## src/rtl/mem_bridge_pkg.sv

```systemverilog
// Shared types and constants for the CPU-to-decoder memory bridge.
package mem_bridge_pkg;

  // Width of the wait-state counter; covers WAIT_STATES up to 15.
  localparam int CNT_W = 4;

  typedef enum logic [2:0] {
    S_IDLE,
    S_ACCESS,
    S_WAIT,
    S_RESP,
    S_ERR
  } state_t;

endpackage

```

## src/rtl/mem_bridge.sv

```systemverilog
// Memory bridge: latches one CPU request, drives it to the address decoder
// for a fixed number of cycles, returns a one-cycle ready pulse, and records
// unmapped accesses in a sticky error register.
module mem_bridge
  import mem_bridge_pkg::*;
#(
  parameter int WAIT_STATES = 1
) (
  input  logic        clk,
  input  logic        resetn,
  input  logic        cpu_valid,
  input  logic        cpu_instr,
  input  logic [31:0] cpu_addr,
  input  logic [31:0] cpu_wdata,
  input  logic [3:0]  cpu_wstrb,
  output logic        cpu_ready,
  output logic [31:0] cpu_rdata,
  output logic [31:0] dec_addr,
  output logic [31:0] dec_wdata,
  output logic [3:0]  dec_wstrb,
  input  logic [31:0] dec_rdata,
  input  logic        dec_ready,
  output logic        err,
  output logic [31:0] err_addr,
  output logic        err_instr,
  input  logic        err_clr
);

  state_t           state_reg, state_next;
  logic [CNT_W-1:0] cnt_reg, cnt_next;
  logic [31:0]      addr_reg, wdata_reg, rdata_reg;
  logic [3:0]       wstrb_reg;
  logic             instr_reg;
  logic             err_reg, err_instr_reg;
  logic [31:0]      err_addr_reg;
  logic             latch_en, capture_en, err_set;

  // State register.
  always_ff @(posedge clk or negedge resetn) begin
    if (!resetn) state_reg <= S_IDLE;
    else         state_reg <= state_next;
  end

  // Next state, counter load, strobe gating and response outputs.
  always_comb begin
    state_next = state_reg;
    cnt_next   = cnt_reg;
    latch_en   = 1'b0;
    capture_en = 1'b0;
    err_set    = 1'b0;
    cpu_ready  = 1'b0;
    cpu_rdata  = 32'h0;
    dec_wstrb  = 4'h0;
    case (state_reg)
      S_IDLE: begin
        if (cpu_valid) begin
          latch_en   = 1'b1;
          state_next = S_ACCESS;
        end
      end
      S_ACCESS: begin
        if (!dec_ready) begin
          err_set    = 1'b1;
          state_next = S_ERR;
        end else begin
          // The only cycle a write reaches memory.
          dec_wstrb = wstrb_reg;
          if (WAIT_STATES == 0) begin
            capture_en = 1'b1;
            state_next = S_RESP;
          end else begin
            cnt_next   = CNT_W'(WAIT_STATES - 1);
            state_next = S_WAIT;
          end
        end
      end
      S_WAIT: begin
        if (cnt_reg == '0) begin
          capture_en = 1'b1;
          state_next = S_RESP;
        end else begin
          cnt_next = cnt_reg - CNT_W'(1);
        end
      end
      S_RESP: begin
        cpu_ready  = 1'b1;
        cpu_rdata  = rdata_reg;
        state_next = S_IDLE;
      end
      S_ERR: begin
        cpu_ready  = 1'b1;
        state_next = S_IDLE;
      end
      default: state_next = S_IDLE;
    endcase
  end

  // Request latches, wait counter and read-data capture.
  always_ff @(posedge clk or negedge resetn) begin
    if (!resetn) begin
      cnt_reg   <= '0;
      addr_reg  <= 32'h0;
      wdata_reg <= 32'h0;
      wstrb_reg <= 4'h0;
      instr_reg <= 1'b0;
      rdata_reg <= 32'h0;
    end else begin
      cnt_reg <= cnt_next;
      if (latch_en) begin
        addr_reg  <= cpu_addr;
        wdata_reg <= cpu_wdata;
        wstrb_reg <= cpu_wstrb;
        instr_reg <= cpu_instr;
      end
      // Writes return zero; reads take the decoder data on the last access cycle.
      if (capture_en) rdata_reg <= (wstrb_reg == 4'h0) ? dec_rdata : 32'h0;
    end
  end

  // Sticky error flag; a new error takes priority over a coincident clear.
  always_ff @(posedge clk or negedge resetn) begin
    if (!resetn) begin
      err_reg       <= 1'b0;
      err_addr_reg  <= 32'h0;
      err_instr_reg <= 1'b0;
    end else if (err_set) begin
      err_reg       <= 1'b1;
      err_addr_reg  <= addr_reg;
      err_instr_reg <= instr_reg;
    end else if (err_clr && state_reg != S_ERR) begin
      err_reg <= 1'b0;
    end
  end

  assign dec_addr  = addr_reg;
  assign dec_wdata = wdata_reg;
  assign err       = err_reg;
  assign err_addr  = err_addr_reg;
  assign err_instr = err_instr_reg;

endmodule
```

## config.mk

```make
export PLATFORM = sky130hd
export DESIGN_NAME = mem_bridge
export DESIGN_NICKNAME = d
export VERILOG_FILES = /design/src/rtl/mem_bridge_pkg.sv /design/src/rtl/mem_bridge.sv
export SDC_FILE = /design/constraint.sdc
export NUM_CORES = 1
export LEC_CHECK = 0
export BUFFER_PORTS_ARGS = -buffer_cell sky130_fd_sc_hd__buf_2
export CAP_MARGIN = 30
export CORE_ASPECT_RATIO = 0.7
export CORE_MARGIN = 3
export CORE_UTILIZATION = 50
export CTS_CLUSTER_SIZE = 20
export DETAILED_ROUTE_END_ITERATION = 8
export GPL_TIMING_DRIVEN = 0
export PLACE_DENSITY = 0.84
export REMOVE_ABC_BUFFERS = 1
export SYNTH_ARGS = -nofsm -noshare
export SYNTH_HDL_FRONTEND = slang
export SYNTH_SLANG_ARGS = --single-unit
```

## constraint.sdc

```tcl
create_clock -name clk -period 2.5 [get_ports clk]
set_input_delay 0.5 -clock clk [delete_from_list [all_inputs] [get_ports clk]]
set_output_delay 0.5 -clock clk [all_outputs]
set_load 0.05 [all_outputs]
```

==> impl_metrics.json <==
{
  "status": "finished, final reports clean",
  "period_needed_ns": 2.313,
  "drtAntennaViolNets": 0,
  "die_h_um": 97.48,
  "hp-class": "input port to async pin",
  "place_ws_ns": -0.03966,
  "finalSetupTns_ns": 0,
  "ys.flop_type": "dfrtp_1",
  "grt_pass1_vias": 4724,
  "reg2regPathDepth": 4,
  "area_growth_pct": 35.21,
  "antenna_found_initial": 1,
  "worstPathRequired_ns": 2.00,
  "first_iter_violations": 103,
  "cts_made_buffers": 17,
  "end_kind": "primary output",
  "via_per_inst": 5.221,
  "coreArea_um2": 11330,
  "first_pass_iters": 4,
  "syn_area_um2": 5977,
  "grt_max_degree": 97,
  "ir_drop_uv": 1050,
  "skew_ns": 0.01245,
  "post-route-period-util_pct": 92.50,
  "rows": 32,
  "overflow": 0,
  "cp_data_arrival_time_ns": 1.81,
  "vias": 4297,
  "clk_pin_slew_ns": 0.06,
  "layout-drive-gt1-share_pct": 64.48,
  "synth_cell_type_count": 32,
  "ctsHoldBuffers": 0,
  "powerDensity_nw_per_um2": 1645,
  "maxSlewHeadroom_pct": 47.13,
  "synth_cells": 410,
  "max_freq_ghz": 0.4324,
  "routed_wl_mm": 14.85,
  "clockRootBuffer": "clkbuf_16",
  "tightest_slew_ns": 0.7871,
  "io_pins": 241,
  "dpl.cell_count": 786,
  "initial_core_util_pct": 52.75,
  "yosys-top-cells-count": "dfrtp_1, mux2_2, and2_1, a21bo_2, nand4_1",
  "wl_per_cell_um": 18.04,
  "register_area_um2": 3557,
  "rrSetupSlack_ns": 0.25,
  "max-cap-violations": 0,
  "multi_input_area_um2": 2245,
  "grt_use_total_pct": 22.82,
  "synth.most_common_cell": "dfrtp_1",
  "r2r_end": "rdata_reg[28]$_DFFE_PN0P_",
  "synth_top_area_share_pct": 59.45,
  "ys_seq_area_share_pct": 59.45,
  "slew_violations": 0,
  "die_area_um2": 13320,
  "crit_path_start_kind": "register",
  "synth_area_leaders": "dfrtp_1, mux2_2, a21bo_2, and2_1, nand4_1",
  "leakagePower_nw": 4.050,
  "grt_pass1_wl_mm": 23.73,
  "cts_tree": "built",
  "finish.utilization_pct": 71.32,
  "htreeDepth": 4,
  "synth-edff-count": 0,
  "worst_skew_pair.late_latency_ns": 0.41,
  "hold_violations": 0,
  "diodes": 0,
  "critPathKind": "register to primary output",
  "finalSetupViolCount": 0,
  "nFillCells": 748,
  "nets": 765,
  "port_buffers": 240,
  "dp_hpwl_mm": 10.78,
  "cp_max_fo": 16,
  "power.total_w": 0.01330,
  "clock-sinks": 142,
  "routabilityCongestion": 0.7282,
  "setup.worst_path.start": "state_reg[0]$_DFFE_PN0P_",
  "worst_slack_ns": 0.1874,
  "clockBufferDepth": 2,
  "ys_ff_latch": 142,
  "synth_top_area_cell": "dfrtp_1",
  "async_flop_share_pct": 100.0,
  "yosysWarnings": 0,
  "postSynthAreaPerCell_um2": 14.58,
  "drc": 0,
  "r2r_start": "state_reg[2]$_DFFE_PN0P_",
  "rsz0062_at_grt": "false",
  "dieWidth_um": 136.7,
  "final_cells": 823
}
critical path: stages (launching register included):
cell     delay, ns
dfrtp_2       0.47
nand2_1       0.20
nor2_4        0.17
buf_12        0.14
and2_1        0.15
buf_2         0.26
kinds of logic after synthesis:
logic type	count (synthesis)	synth area share, %
AO/OA/AOI/OAI	38	6.071
adder cells (fa/ha/maj)	2	0.4186
buffers and inverters	34	3.705
flip-flops	142	59.45
multiplexers	106	20.47
AND/OR/NAND/NOR	88	9.881
power by group:
group / leakage (nW) / total, W / switching [W] / internal, W
Sequential: 1.74 / 0.00409 / 0.000712 / 0.00338
Combinational: 2.00 / 0.00651 / 0.00447 / 0.00204
Clock: 0.309 / 0.00269 / 0.000996 / 0.00170
cells in the final DEF (no fill, tap or decap), types with 2 or more instances in the layout:
cell       instances
buf_2            239
dfrtp_1          139
mux2_2            93
and2_1            35
nand4_1           31
a21bo_2           31
clkbuf_16         17
mux2_4             9
buf_6              7
inv_1              5
bufinv_16          4
buf_8              4
nor2_1             3
mux2i_1            3
nor3_1             3
clkinv_4           3
inv_6              3
buf_4              3
dfrtp_2            3
nand2_1            2
nor2_4             2
nor3b_4            2
nor4_4             2
nand2b_1           2
a22o_1             2
o21bai_1           2
ha_1               2
inv_8              2
buf_16             2
metal layers:
metal  wire (um)  up-vias  track usage (%)
li1            -     1964                -
met1        5941     2124            26.69
met2        7329      183            38.95
met3        1285       24            8.540
met4         279        2            6.971
met5          13        -                0
timing repair:
item,in CTS,in global routing
resized for setup,3,3
cloned,1,0
endpoints found under the setup margin,55,23
buffers inserted,4,0
pin swaps,3,0
worst max path at each step:
stage,end,slack [ns],cells after the start
3_3_place_gp,dec_wdata[16]$_DFFE_PN0P_,-2.06,2
4_1_cts,cpu_rdata[26],0.03,5
6_report,cpu_rdata[1],0.19,5
5_1_grt,cpu_rdata[1],0.09,5
3_5_place_dp,rdata_reg[20]$_DFFE_PN0P_,-0.04,4
2_1_floorplan,dec_addr[0]$_DFFE_PN0P_,-1.05,2
cell type report:
cell class / count / area share, %
well taps: 153 / 2.369
clock inverters: 14 / 2.570
repair buffers: 256 / 17.73
inverters: 5 / 0.2322
clock buffers: 18 / 5.310
multi-input cells: 235 / 27.78
flip-flops and latches: 142 / 44.02
metrics by stage:
step / area [um^2] / hold WS [ns]
2_1_floorplan: 5774 / 0.2044
3_3_place_gp: 7167 / 0.4613
3_5_place_dp: 7380 / 0.4589
4_1_cts: 8078 / 0.01651
5_1_grt: 8082 / 0.03698
6_report: 8082 / 0.01318
Power figures use the tool's default switching activity.
